**src/rtl/nexys_starship_spawn_sched.sv**
```systemverilog
// Monster spawn scheduler for the starship game.
// Runs a three-state game FSM, times the spawn interval for the current
// difficulty level, picks a free lane with an LFSR-seeded round-robin search,
// and issues a registered one-cycle, one-hot spawn request.
module nexys_starship_spawn_sched #(
  parameter logic [7:0] SEED             = 8'hA5,
  parameter int         SPAWNS_PER_LEVEL = 16
) (
  input  logic       timerClk,
  input  logic       Reset,
  input  logic       play_flag,
  input  logic       game_over,
  input  logic [3:0] lane_busy,
  output logic [3:0] spawn,
  output logic [1:0] level,
  output logic [7:0] spawn_total,
  output logic       pending,
  output logic       q_Idle,
  output logic       q_Run,
  output logic       q_Halt
);

  typedef enum logic [2:0] {
    IDLE = 3'b001,
    RUN  = 3'b010,
    HALT = 3'b100
  } state_t;

  localparam logic [7:0] LVL_LAST = 8'(SPAWNS_PER_LEVEL - 1);

  state_t      state;
  state_t      state_nxt;
  logic [7:0]  lfsr;
  logic [7:0]  lfsr_nxt;
  logic [7:0]  interval_cnt;
  logic [7:0]  lvl_cnt;
  logic [1:0]  level_r;
  logic [7:0]  total_r;
  logic [3:0]  pick_p0;
  logic [3:0]  spawn_p1;
  logic        found;
  logic [1:0]  idx;
  logic        run_st;
  logic        at_last;
  logic        eligible;
  logic        fire;
  logic        start_game;

  // Last count value of the interval for a level (interval length minus one).
  function automatic logic [7:0] interval_last(input logic [1:0] lv);
    case (lv)
      2'd0:    return 8'd199;
      2'd1:    return 8'd149;
      2'd2:    return 8'd99;
      default: return 8'd59;
    endcase
  endfunction

  // Increment that sticks at the limit.
  function automatic logic [7:0] sat_inc8(input logic [7:0] v, input logic [7:0] lim);
    return (v >= lim) ? lim : v + 8'd1;
  endfunction

  // Level increment that sticks at the hardest level.
  function automatic logic [1:0] sat_inc_level(input logic [1:0] lv);
    return (lv == 2'd3) ? 2'd3 : lv + 2'd1;
  endfunction

  function automatic logic [2:0] popcount4(input logic [3:0] b);
    return {2'b00, b[0]} + {2'b00, b[1]} + {2'b00, b[2]} + {2'b00, b[3]};
  endfunction

  assign run_st     = (state == RUN);
  assign start_game = (state == IDLE) && play_flag;
  assign at_last    = (interval_cnt == interval_last(level_r));
  assign eligible   = run_st && at_last &&
                      (popcount4(lane_busy) < ({1'b0, level_r} + 3'd1)) &&
                      (lane_busy != 4'hF);
  // A game loss on the deciding edge suppresses the spawn.
  assign fire       = eligible && !game_over;
  assign pending    = run_st && at_last && !eligible;

  assign spawn       = spawn_p1;
  assign level       = level_r;
  assign spawn_total = total_r;

  // Taps 8,6,5,4; the zero guard only matters if the seed itself were zero.
  always_comb begin
    lfsr_nxt = {lfsr[6:0], lfsr[7] ^ lfsr[5] ^ lfsr[4] ^ lfsr[3]};
    if (lfsr_nxt == 8'h00) lfsr_nxt = 8'h01;
  end

  // LFSR free-runs on every edge regardless of game state.
  always_ff @(posedge timerClk or posedge Reset) begin
    if (Reset) lfsr <= SEED;
    else       lfsr <= lfsr_nxt;
  end

  // Lane search: start at lfsr[1:0], walk upward mod 4, take the first free lane.
  always_comb begin
    pick_p0 = 4'b0000;
    found   = 1'b0;
    idx     = lfsr[1:0];
    for (int k = 0; k < 4; k++) begin
      idx = lfsr[1:0] + 2'(k);
      if (!found && !lane_busy[idx]) begin
        pick_p0[idx] = 1'b1;
        found        = 1'b1;
      end
    end
  end

  // Game state register.
  always_ff @(posedge timerClk or posedge Reset) begin
    if (Reset) state <= IDLE;
    else       state <= state_nxt;
  end

  // Next-state decode and one-hot state outputs; illegal encodings fall back to IDLE.
  always_comb begin
    state_nxt = state;
    q_Idle    = 1'b0;
    q_Run     = 1'b0;
    q_Halt    = 1'b0;
    case (state)
      IDLE: begin
        q_Idle = 1'b1;
        if (play_flag) state_nxt = RUN;
      end
      RUN: begin
        q_Run = 1'b1;
        if (game_over) state_nxt = HALT;
      end
      HALT: begin
        q_Halt = 1'b1;
        if (!play_flag) state_nxt = IDLE;
      end
      default: state_nxt = IDLE;
    endcase
  end

  // ---- stage p1: registered spawn pulse, interval timer, level and totals ----
  always_ff @(posedge timerClk or posedge Reset) begin
    if (Reset) begin
      spawn_p1     <= 4'b0000;
      interval_cnt <= 8'd0;
      lvl_cnt      <= 8'd0;
      level_r      <= 2'd0;
      total_r      <= 8'd0;
    end else begin
      spawn_p1 <= fire ? pick_p0 : 4'b0000;
      if (start_game) begin
        interval_cnt <= 8'd0;
        lvl_cnt      <= 8'd0;
        level_r      <= 2'd0;
        total_r      <= 8'd0;
      end else if (run_st && !game_over) begin
        if (fire) begin
          // New level applies to the interval that starts now.
          interval_cnt <= 8'd0;
          total_r      <= total_r + 8'd1;
          if (lvl_cnt == LVL_LAST) begin
            lvl_cnt <= 8'd0;
            level_r <= sat_inc_level(level_r);
          end else begin
            lvl_cnt <= lvl_cnt + 8'd1;
          end
        end else begin
          interval_cnt <= sat_inc8(interval_cnt, interval_last(level_r));
        end
      end
    end
  end

endmodule

```
**config.mk**
```make
export PLATFORM = sky130hd
export DESIGN_NAME = nexys_starship_spawn_sched
export DESIGN_NICKNAME = d
export VERILOG_FILES = /design/src/rtl/nexys_starship_spawn_sched.sv
export SDC_FILE = /design/constraint.sdc
export NUM_CORES = 1
export LEC_CHECK = 0
export ABC_AREA = 1
export BUFFER_PORTS_ARGS = -buffer_cell sky130_fd_sc_hd__buf_2
export CORE_MARGIN = 8
export CORE_UTILIZATION = 60
export DETAILED_ROUTE_END_ITERATION = 10
export PLACE_DENSITY = 0.82
export SYNTH_ARGS = -nofsm -noshare
export SYNTH_HDL_FRONTEND = slang
export SYNTH_SLANG_ARGS = --single-unit
```
**constraint.sdc**
```tcl
create_clock -name timerClk -period 11.75 [get_ports timerClk]
set_input_delay 3.525 -clock timerClk [delete_from_list [all_inputs] [get_ports timerClk]]
set_output_delay 3.525 -clock timerClk [all_outputs]
set_load 0.01 [all_outputs]
```
== Word-level counts from Yosys, hierarchy flattened ==
Cells that the tools add are included.

* Output and inout bits: 18
* Register bits after elaboration: 41
* Input port bits: 8

* Add/sub/neg operators: 11
* Equality and inequality tests: 12
* Mux-type cells: 52
* Reduce and logical (&&, ||, !) cells: 29
* Magnitude comparators: 10
* Bitwise logic cells: 6

{| class="wikitable"
|+ Operator list
! operator !! count
|-
| $mux W8 || 15
|-
| $add A8 B1 Y8 const B || 3
|-
| $pmux W8 S3 || 1
|-
| $mux W4 || 5
|-
| $logic_and A1 B1 Y1 || 14
|-
| $mux W1 || 14
|-
| $lt A2 B3 Y1 const B || 4
|-
| $or A4 B4 Y4 || 3
|-
| $mux W2 || 5
|-
| $mux W3 || 3
|-
| $pmux W3 S3 || 1
|-
| $bmux W1 S2 || 4
|-
| $demux W1 S2 || 4
|-
| $eq A8 B4 Y1 const B || 1
|-
| $eq A8 B8 Y1 || 1
|-
| $ge A2 B1 Y1 const B || 4
|-
| $ge A8 B8 Y1 || 1
|-
| $logic_not A8 Y1 || 1
|-
| $logic_not A1 Y1 || 7
|-
| $ne A2 B2 Y1 const B || 3
|-
| $reduce_and A3 Y1 || 2
|-
| $reduce_bool A2 Y1 || 3
|-
| $add A2 B1 Y2 const B || 2
|-
| $add A2 B2 Y2 const B || 2
|-
| 14 further kinds || 17
|}

== Depth between registers and ports, before layout ==
Gate-level depths: netlist (run 1).

* Word-level depth: 15
* Mapped depth: 15

== Worst setup path after synthesis (run 1) ==
No wires, ideal clock.

* Kind: input-to-output
* Start: in lane_busy[0]
* End: out pending
* Required time: 8225 ps
* Data arrival time: 5259 ps
* Stages on the path: 8
* Setup slack: 2966 ps
* Cells stage by stage: fa_1 ha_1 ha_1 ha_1 o21ai_0 nand2_1 nand2_1 a211oi_1

* Cells in the longest elaborated chain, start to end: 8
* Elaborated cells on any way between the ends: 9

{| class="wikitable"
|+ RTL lines
! item !! line !! text
|-
| from (decl) || 13 || <nowiki>input logic [3:0] lane_busy,</nowiki>
|-
| $add A1 B1 Y2 || 70 || <nowiki>return {2'b00, b[0]} + {2'b00, b[1]} + {2'b00, b[2]} + {2'b00, b[3]};</nowiki>
|-
| $add A2 B1 Y3 || 70 ||
|-
| $add A3 B1 Y3 || 70 ||
|-
| $lt A3 B3 Y1 || 77 || <nowiki>(popcount4(lane_busy) < ({1'b0, level_r} + 3'd1)) &&</nowiki>
|-
| $logic_and A1 B1 Y1 || 76 || <nowiki>assign eligible = run_st && at_last &&</nowiki>
|-
| $logic_and A1 B1 Y1 (*) || 77 ||
|-
| $logic_not A1 Y1 (*) || 81 || <nowiki>assign pending = run_st && at_last && !eligible;</nowiki>
|-
| $logic_and A1 B1 Y1 (*) || 81 ||
|-
| to (decl) || 17 || <nowiki>output logic pending,</nowiki>
|}

Every way passes the cells marked *; elsewhere a longest branch is shown, timed or not.

== Final worst setup path (run 1) ==
Same ends and word-level chain as after synthesis.

==> qor.yml, run 1 <==
worst_setup_path:
  critPathCaptureType: "output port"
  crit_path_start_kind: "primary input"
  worst_ep_required_time_ps: 8230
  ff2ff_path_depth: 11
  critPathKind: "in -> out"
  path_max_fanout: 4
  crit_arrival_ps: 5720
synthesis:
  synth_edf_count: 0
  synth_area_per_cell_um2: 7.67
  synth_top_family_by_area: "simple AND/OR/NAND/NOR gates"
  netlist_area_um2: 2820
  synth_ff_type: "dfrtp_1"
  synth_adder_area_share: 0.122
  synth.net_count: 403
  synth_seq_cells: 41
  synth_xor_xnor_area_share: 0.0372
  async_flop_share: 1.00
  netlist_instances: 368
  synth_area_leaders: "dfrtp_1 32%, nand2_1 14%, ha_1 12%, nand3_1 9.0%, inv_1 5.7%"
  muxShareOfSynthArea: 0
  yosysTopAreaCellShare: 0.319
  yosys_warnings: 0
  synthSimpleGateAreaFrac: 0.320
  synth_compound_area_frac: 0.0673
  ys_types: 35
  synth_top_cell_by_area: "dfrtp_1"
  synth-seq-area-share: 0.366
placed_design:
  hpwl_mm: 4.23
  place_ws_ps: 2490
  io_buffers: 25
  place_congestion: 0.865
routing:
  drt-initial-drc-count: 104
  postRouteAntennaNets: 0
  via_count: 2378
  via_per_inst: 5.34
  route.detailed.drc: 0
  drtPass1Iterations: 7
  wl_mm: 5.62
  routedWlPerCell_um: 12.6
clock_network:
  cts_tree: "done"
  post_cts_buffers: 0
  cts_max_path_buffers: 2
  cts.sinks: 41
  cts_resized: 0
  hold_buffers: 0
  cts_made_buffers: 5
  clock_latency_ps: 290
  path_clk_slew_ps: 80
  cts_max_level: 2
  cts_root_buffer: "clkbuf_8"
timing:
  period_minus_slack_ps: 9250
  worst_pin_slew_ps: 496
  setup_viol: 0
  finalClockSkew_ps: 3.13
  rsz0062_at_grt: "no"
  timing.final.ws_setup_ps: 2500
  hold_viol_final: 0
  maxSlewHeadroom: 0.669
  finalCritPeriodShare: 0.787
  finalMaxSlewViolations: 0
  setup_tns_ps: 0
  max_freq_ghz: 0.108
layout:
  multi_input_area_um2: 1540
  nNetsFinal: 425
  areaGrowthSynthToFinish_pct: 8.77
  antenna_cells: 0
  drive_gt1_frac: 0.151
  seq_area_um2: 1030
  n_fill_cell: 392
worst_hold_path:
  hold_path_class: "reg -> reg"
  worstHoldPathCells: 0
job:
  cap_violations: 0
global_routing:
  grt_pass1_vias: 2357
  grt-ovfl-total: 0
  grt_usage: 0.169
  antenna_found_initial: 0
  grt_pass1_wl_mm: 9.99
  grt_max_degree: 42
floorplanning:
  start_util: 0.610
  io_pins: 26
  design.die.area_um2: 7160
  core_um2: 4630
  die-height_um: 84.6
  die_w_um: 84.6
  rows: 25
power_and_ir_drop:
  vdd_ir_drop_max_uv: 98.8
  cellPowerDensity_nw_per_um2: 171
  p_leak_nw: 1.66
run_status:
  status: "completed"
metrics by stage:
step,hold slack (ps),cells,total power [W],cell area (um^2),utilization
CTS,393,445,0.000528,3070,0.664
global route,413,445,0.000570,3070,0.664
floorplan,396,368,0.000366,2820,-
global placement,372,437,0.000407,2960,0.639
finish,392,445,0.000524,3070,0.664
detailed placement,374,437,0.000414,2960,0.639
per-layer routing:
layer	share of wire	global-route usage
met1	0.44	0.194
met2	0.51	0.293
met3	0.035	0.0390
met4	0.022	0.0744
met5	0	0
layout make-up:
cell class                      instances  area share
Timing Repair Buffer                   26      0.0432
Sequential cell                        41       0.336
Tap cell                               54      0.0220
Clock buffer                            6      0.0236
Multi-Input combinational cell        267       0.503
Inverter                               49      0.0599
Clock inverter                          2      0.0126
registers in the layout (all words and copies together), names as in the netlist:
register      cells
spawn_total       8
state             3
lvl_cnt           8
lfsr              8
interval_cnt      8
level             2
spawn             4
layout by cell type (no fill, tap or decap), types with 6 or more instances in the layout:
cell type and n:
nand2_1 102, nand3_1 51, inv_1 43, dfrtp_1 36, ha_1 26, buf_2 25, nor2_1 21, o21ai_0 14
a21oi_1 7, xor2_1 7, inv_2 6, o21ai_1 6
cells in the mapped netlist, types with 4 or more instances:
master / instances
clkbuf_1: 8
xor2_1: 7
dfrtp_1: 36
nand2_1: 102
xnor2_1: 5
nor2_1: 21
nand3_1: 51
dfstp_2: 5
nor2_4: 4
ha_1: 26
o21ai_1: 6
o21ai_0: 14
inv_2: 6
inv_1: 43
a21oi_1: 7
worst paths after layout:
kind / startpoint / end / slack (ps)
worst max-delay path: lane_busy[0] / pending / 2500
worst min-delay path: lfsr[6] / lfsr[7] / 390
worst max register to register: level[0] / interval_cnt[5] / 9100
worst min register to register: lfsr[6] / lfsr[7] / 390
max in group asynchronous: Reset / state[0] / 8050
min in group asynchronous: Reset / spawn[3] / 3340
logic make-up (layout without fill, tap and decap cells):
group | count (synthesis) | count (layout)
buf+inv | 60 | 83
flops | 41 | 41
simple gates | 194 | 194
compound gates | 34 | 34
xor+xnor | 12 | 12
fa+ha+maj | 27 | 27
power breakdown:
group          switching (W)  total [W]  internal, W
clock network      0.0000496   0.000113    0.0000638
logic               0.000147   0.000226    0.0000788
registers          0.0000233   0.000184     0.000161
total               0.000220   0.000524     0.000304
critical path, cell delays in order:
cell,delay [ps]
buf_2,130
fa_1,470
ha_1,190
ha_1,270
ha_1,270
o21ai_0,70
nand2_1,70
nand2_1,100
a211oi_1,400
buf_2,220
No activity file was read; power rests on OpenSTA's default activity.
==> run 2, diff against run 1 <==
clock period = 9.6 ns   (was 11.75 ns; I/O delays follow)
==> run 2 against run 1 <==
  * Cell area is 0.28% higher
  * Utilization is 0.19 points higher
  * Clock power is 31% higher
  * Sequential cell count stayed put
  * Critical path type unchanged
  * Largest power group unchanged
==> qor.yml, run 2 (synthesis results as in run 1) <==
routing:
  wl_mm: 6.05  # was 5.62 mm
  drt-initial-drc-count: 126  # was 104
  via_count: 2401  # was 2378
  routedWlPerCell_um: 13.6  # was 12.6 um
  postRouteAntennaNets: 0  # unchanged
  drtPass1Iterations: 4  # was 7
  via_per_inst: 5.40  # was 5.34
  route.detailed.drc: 0  # unchanged
clock_network:
  path_clk_slew_ps: 80  # about the same
  hold_buffers: 0  # unchanged
  cts_root_buffer: "clkbuf_8"  # unchanged
  clock_latency_ps: 300  # was 290 ps
  cts.sinks: 41  # unchanged
  cts_max_path_buffers: 2  # unchanged
  cts_made_buffers: 5  # unchanged
  cts_tree: "done"  # unchanged
  post_cts_buffers: 0  # unchanged
  cts_max_level: 2  # unchanged
  cts_resized: 0  # unchanged
timing:
  setup_viol: 0  # unchanged
  period_minus_slack_ps: 7930
  max_freq_ghz: 0.126
  maxSlewHeadroom: 0.656  # was 0.669
  rsz0062_at_grt: "no"  # unchanged
  setup_tns_ps: 0  # unchanged
  worst_pin_slew_ps: 517  # was 496 ps
  finalClockSkew_ps: 4.16  # was 3.13 ps
  hold_viol_final: 0  # unchanged
  finalMaxSlewViolations: 0  # unchanged
  finalCritPeriodShare: 0.826
worst_setup_path:
  path_max_fanout: 4  # unchanged
  crit_path_start_kind: "primary input"  # unchanged
  critPathCaptureType: "output port"  # unchanged
  r2r-start: "level[0]"  # unchanged
  worst_ep_required_time_ps: 6720  # was 8230 ps
  ff2ff_path_depth: 11  # unchanged
  crit_arrival_ps: 5050  # was 5720 ps
  reg2reg_slack_ps: 6920  # was 9100 ps
  critPathKind: "in -> out"  # unchanged
  r2r_end: "interval_cnt[5]"  # unchanged
floorplanning:
  rows: 25  # unchanged
  design.die.area_um2: 7160  # unchanged
  io_pins: 26  # unchanged
  core_um2: 4630  # unchanged
  die_w_um: 84.6  # unchanged
  die-height_um: 84.6  # unchanged
  start_util: 0.610  # unchanged
layout:
  final_cell_mix: "102 x nand2_1, 51 x nand3_1, 43 x inv_1, 36 x dfrtp_1, 26 x ha_1"  # unchanged
  antenna_cells: 0  # unchanged
  areaGrowthSynthToFinish_pct: 9.08  # was 8.77%
  nNetsFinal: 425  # unchanged
  drive_gt1_frac: 0.153  # was 0.151
  fin_util: 0.665  # was 0.664
  layout.cells.non_filler: 445  # unchanged
  seq_area_um2: 1030  # unchanged
  final_common_cell: "nand2_1"  # unchanged
  fin_area_um2: 3080  # was 3070 um^2
  multi_input_area_um2: 1540  # unchanged
  n_fill_cell: 387  # was 392
worst_hold_path:
  hold_path_startpoint: "lfsr[6]"  # unchanged
  hold_end: "lfsr[7]"  # unchanged
  hold_path_class: "reg -> reg"  # unchanged
  worstHoldPathCells: 0  # unchanged
job:
  cap_violations: 0  # unchanged
power_and_ir_drop:
  p_int_w: 0.000379  # was 0.000304 W
  swShare: 0.424  # was 0.420
  p_comb_frac: 0.431  # about the same
  p_leak_nw: 1.67  # was 1.66 nW
  switching_power_w: 0.000278  # was 0.000220 W
  vdd_ir_drop_max_uv: 137  # was 98.8 uV
  p_seq_frac: 0.344  # was 0.352
  power.share.clock: 0.225  # was 0.216
  cellPowerDensity_nw_per_um2: 213  # was 171 nW/um^2
global_routing:
  grt-ovfl-total: 0  # unchanged
  grt_pass1_wl_mm: 10.6  # was 9.99 mm
  antenna_found_initial: 0  # unchanged
  grt_max_degree: 42  # unchanged
  grt_usage: 0.181  # was 0.169
  grt_pass1_vias: 2434  # was 2357
placed_design:
  place_congestion: 0.868  # was 0.865
  post-place-cells: 437  # unchanged
  place_area_um2: 2960  # unchanged
  io_buffers: 25  # unchanged
  hpwl_mm: 4.40  # was 4.23 mm
run_status:
  status: "completed"  # unchanged
run 2: cell type report:
cell class                      instances  share of cell area
Clock inverter                          2              0.0122
Tap cell                               54              0.0219
Sequential cell                        41               0.335
Inverter                               49              0.0597
Multi-Input combinational cell        267               0.501
Clock buffer                            6              0.0268
Timing Repair Buffer                   26              0.0431
run 2: stage by stage:
stage | hold slack, ps | setup WS [ps] | total power, W
5_1_grt | 410 | 1540 | 0.000716
2_1_floorplan | 396 | 2110 | 0.000448
6_report | 398 | 1670 | 0.000657
4_1_cts | 403 | 1660 | 0.000659
3_3_place_gp | 372 | 1700 | 0.000498
3_5_place_dp | 385 | 1650 | 0.000508
run 2: worst max-delay path, cell delays in order:
cell and delay, ps:
buf_2 130, fa_1 480, ha_1 190, ha_1 270, ha_1 270, o21ai_0 70, nand2_1 70, nand2_1 90
a211oi_1 390, buf_2 210
run 2: routing by layer:
| metal | GRT usage | vias to the layer above | routed length (um) |
|---|---|---|---|
| met4 | 0.0777 | 0 | 106 |
| met2 | 0.323 | 41 | 3140 |
| met1 | 0.207 | 1136 | 2610 |
| met3 | 0.0312 | 9 | 197 |
| met5 | 0 | - | 0 |
| li1 | - | 1215 | - |
run 2: power groups by stage:
stage	sequential, W	combinational [W]	clock (W)
after floorplan	0.000224	0.000224	0
after global placement	0.000228	0.000270	0
after detailed placement	0.000229	0.000279	0
after CTS	0.000226	0.000284	0.000149
after global routing	0.000231	0.000330	0.000155
final	0.000226	0.000283	0.000148
run 2: worst max path at each step:
stage               endpoint    startpoint  slack [ps]
floorplan            pending  lane_busy[0]        2110
global placement     pending  lane_busy[0]        1700
detailed placement   pending  lane_busy[0]        1650
CTS                  pending  lane_busy[0]        1660
global route         pending  lane_busy[0]        1540
finish               pending  lane_busy[0]        1670
==> run 3, diff against run 2 <==
ABC_AREA = 0   (was 1)
CORE_UTILIZATION = 54   (was 60)
PLACE_DENSITY = 0.79   (was 0.82)
clock period = 6.81 ns   (was 9.6 ns; I/O delays follow)
==> run 3 against run 2 <==
  * Non-clock buffer count unchanged
  * Critical path depth decreased by 1
  * Sequential cell count unchanged
  * Register-to-register slack got worse by 3400 ps
  * First-iteration DRC count decreased by 36%
  * Sequential share of layout area increased by 1.2 points
  * Power increased by 24%
  * Clock-buffer cell count decreased by 1
  * Worst setup slack got worse by 1100 ps
  * Combinational power increased by 21%
  * Largest cell class unchanged
  * Largest power group unchanged
==> qor.yml, run 3 <==
worst_setup_path:
  reg2reg_slack_ps: 3470  # was 6920 ps
  crit_path_start_kind: "primary input"  # unchanged
  r2r-start: "level[0]"  # unchanged
  critPathKind: "in -> out"  # unchanged
  worstSetupStartpoint: "lane_busy[0]"  # unchanged
  r2r_end: "interval_cnt[4]"  # was interval_cnt[5]
  path_max_fanout: 9  # was 4
  worst_ep_required_time_ps: 4770  # was 6720 ps
  critPathCaptureType: "output port"  # unchanged
  crit_arrival_ps: 4150  # was 5050 ps
  ff2ff_path_depth: 9  # was 11
power_and_ir_drop:
  finalPower_w: 0.000814  # was 0.000657 W
  vdd_ir_drop_max_uv: 132  # was 137 uV
  cellPowerDensity_nw_per_um2: 274  # was 213 nW/um^2
  p_leak_nw: 1.37  # was 1.67 nW
worst_hold_path:
  hold_path_class: "reg -> reg"  # unchanged
  hold_end: "lfsr[7]"  # unchanged
  hold_path_startpoint: "lfsr[6]"  # unchanged
  worstHoldPathCells: 0  # unchanged
clock_network:
  post_cts_buffers: 0  # unchanged
  cts_root_buffer: "clkbuf_8"  # unchanged
  hold_buffers: 0  # unchanged
  cts_max_path_buffers: 2  # unchanged
  cts_made_buffers: 5  # unchanged
  cts_max_level: 2  # unchanged
  clock_latency_ps: 290  # was 300 ps
  path_clk_slew_ps: 70  # was 80 ps
  cts.sinks: 41  # unchanged
  cts_tree: "done"  # unchanged
  cts_resized: 0  # unchanged
routing:
  route.detailed.drc: 0  # unchanged
  wl_mm: 5.67  # was 6.05 mm
  postRouteAntennaNets: 0  # unchanged
  via_per_inst: 5.87  # was 5.40
  via_count: 2226  # was 2401
  drt-initial-drc-count: 81  # was 126
  routedWlPerCell_um: 14.9  # was 13.6 um
  drtPass1Iterations: 4  # unchanged
floorplanning:
  die_w_um: 87.1  # was 84.6 um
  io_pins: 26  # unchanged
  design.die.area_um2: 7580  # was 7160 um^2
  start_util: 0.548  # was 0.610
  rows: 26  # was 25
  core_um2: 4980  # was 4630 um^2
  die-height_um: 87.1  # was 84.6 um
layout:
  n_fill_cell: 439  # was 387
  nNetsFinal: 343  # was 425
  final_common_cell: "dfrtp_1"  # was nand2_1
  layout.cells.non_filler: 379  # was 445
  final_cell_mix: "36 x dfrtp_1, 26 x ha_1, 25 x buf_2, 24 x nand2_1, 21 x o21ai_0"  # was 102 x nand2_1, 51 x nand3_1, 43 x inv_1, 36 x dfrtp_1, 26 x ha_1
  areaGrowthSynthToFinish_pct: 9.03  # was 9.08%
  multi_input_area_um2: 1580  # was 1540 um^2
  fin_area_um2: 2980  # was 3080 um^2
  antenna_cells: 0  # unchanged
  drive_gt1_frac: 0.178  # was 0.153
  seq_area_um2: 1030  # unchanged
global_routing:
  grt_pass1_vias: 2100  # was 2434
  antenna_found_initial: 0  # unchanged
  grt_usage: 0.159  # was 0.181
  grt_max_degree: 42  # unchanged
  grt_pass1_wl_mm: 9.78  # was 10.6 mm
  grt-ovfl-total: 0  # unchanged
synthesis:
  netlist_instances: 289  # was 368
  synthTopCellsByCount: "36 x dfrtp_1, 26 x ha_1, 24 x nand2_1"  # was 102 x nand2_1, 51 x nand3_1, 43 x inv_1
  yosysMostFrequentCell: "dfrtp_1"  # was nand2_1
  synth_compound_area_frac: 0.185  # was 0.0673
  netlist_area_um2: 2730  # was 2820 um^2
  synth_top_family_by_area: "simple AND/OR/NAND/NOR gates"  # unchanged
  synth.net_count: 324  # was 403
  synth_ff_type: "dfrtp_1"  # unchanged
  synth_edf_count: 0  # unchanged
  synthSimpleGateAreaFrac: 0.211  # was 0.320
  synth_seq_cells: 41  # unchanged
  yosys_warnings: 0  # unchanged
  synth_top_cell_by_area: "dfrtp_1"  # unchanged
  synth_area_per_cell_um2: 9.44  # was 7.67 um^2
  synth_adder_area_share: 0.127  # was 0.122
  muxShareOfSynthArea: 0.0436  # was 0
  ys_types: 54  # was 35
  yosysTopAreaCellShare: 0.330  # was 0.319
  async_flop_share: 1.00  # unchanged
  synth_xor_xnor_area_share: 0.0128  # was 0.0372
  synth-seq-area-share: 0.378  # was 0.366
  synth_area_leaders: "dfrtp_1 33%, ha_1 12%, dfstp_2 4.8%, o21ai_0 3.9%, nand2_1 3.3%"  # was dfrtp_1 32%, nand2_1 14%, ha_1 12%, nand3_1 9.0%, inv_1 5.7%
placed_design:
  place_area_um2: 2890  # was 2960 um^2
  hpwl_mm: 4.17  # was 4.40 mm
  place_congestion: 0.875  # was 0.868
  post-place-cells: 371  # was 437
  io_buffers: 25  # unchanged
timing:
  finalCritPeriodShare: 0.910
  worst_pin_slew_ps: 782  # was 517 ps
  setup_viol: 0  # unchanged
  rsz0062_at_grt: "no"  # unchanged
  finalClockSkew_ps: 7.47  # was 4.16 ps
  hold_viol_final: 0  # unchanged
  setup_tns_ps: 0  # unchanged
  period_minus_slack_ps: 6190
  max_freq_ghz: 0.161
  maxSlewHeadroom: 0.478  # was 0.656
  holdWs_ps: 389  # was 398 ps
  finalMaxSlewViolations: 0  # unchanged
run_status:
  status: "completed"  # unchanged
job:
  cap_violations: 0  # unchanged
-- run 3: cell count changes in the layout (fill, tap and decap cells not counted), sizes merged, moves of 5 or more --
cell | previous run | this run
xor2 | 7 | 2
and2 | 0 | 5
nand3 | 53 | 9
a21oi | 7 | 17
mux2 | 0 | 5
nand4 | 2 | 7
or3 | 0 | 7
and3 | 0 | 8
nor2 | 25 | 16
inv | 49 | 15
nand2 | 105 | 24
-- run 3: metal layers --
layer,wire length [um],GRT usage
met1,2610,0.200
met2,2710,0.264
met4,63,0.0423
met5,0,0
met3,283,0.0368
-- run 3: final cells by class --
class                      count  area share
clock inverter                 3     0.00589
tap                           70      0.0294
timing repair buffer          26      0.0446
sequential                    41       0.347
clock buffer                   5      0.0231
inverter                      15      0.0189
multi-input combinational    219       0.531
-- run 3: report_power, final --
group / leakage [nW] / internal (W) / switching, W
Sequential: 0.544 / 0.000271 / 0.0000438
Clock: 0.0439 / 0.0000707 / 0.0000854
Combinational: 0.777 / 0.000140 / 0.000203
Total: 1.37 / 0.000482 / 0.000332
-- run 3: worst max-delay path: stages --
cell and delay [ps]:
buf_2 160, fa_1 480, ha_1 190, ha_1 270, ha_1 270, o21a_1 140
a211oi_4 360, nor2_1 80, buf_2 150
-- run 3: worst max path at each step --
stage / endpoint / slack, ps / cells after the start
after detailed placement: pending / 600 / 9
after global routing: pending / 500 / 9
after floorplan: pending / 950 / 7
after CTS: pending / 610 / 9
after global placement: pending / 630 / 9
final: pending / 620 / 9
-- run 3: per-stage QoR --
| stage | util | setup WS [ps] |
|---|---|---|
| 2_1_floorplan | - | 952 |
| 5_1_grt | 0.598 | 500 |
| 4_1_cts | 0.598 | 613 |
| 3_3_place_gp | 0.580 | 630 |
| 6_report | 0.598 | 615 |
| 3_5_place_dp | 0.580 | 602 |
-- run 3: cell families after synthesis --
family,Yosys count
AO/OA/AOI/OAI,75
XOR/XNOR,4
adder cells (fa/ha/maj),27
buffers and inverters,29
flip-flops,41
multiplexers,10
AND/OR/NAND/NOR,103
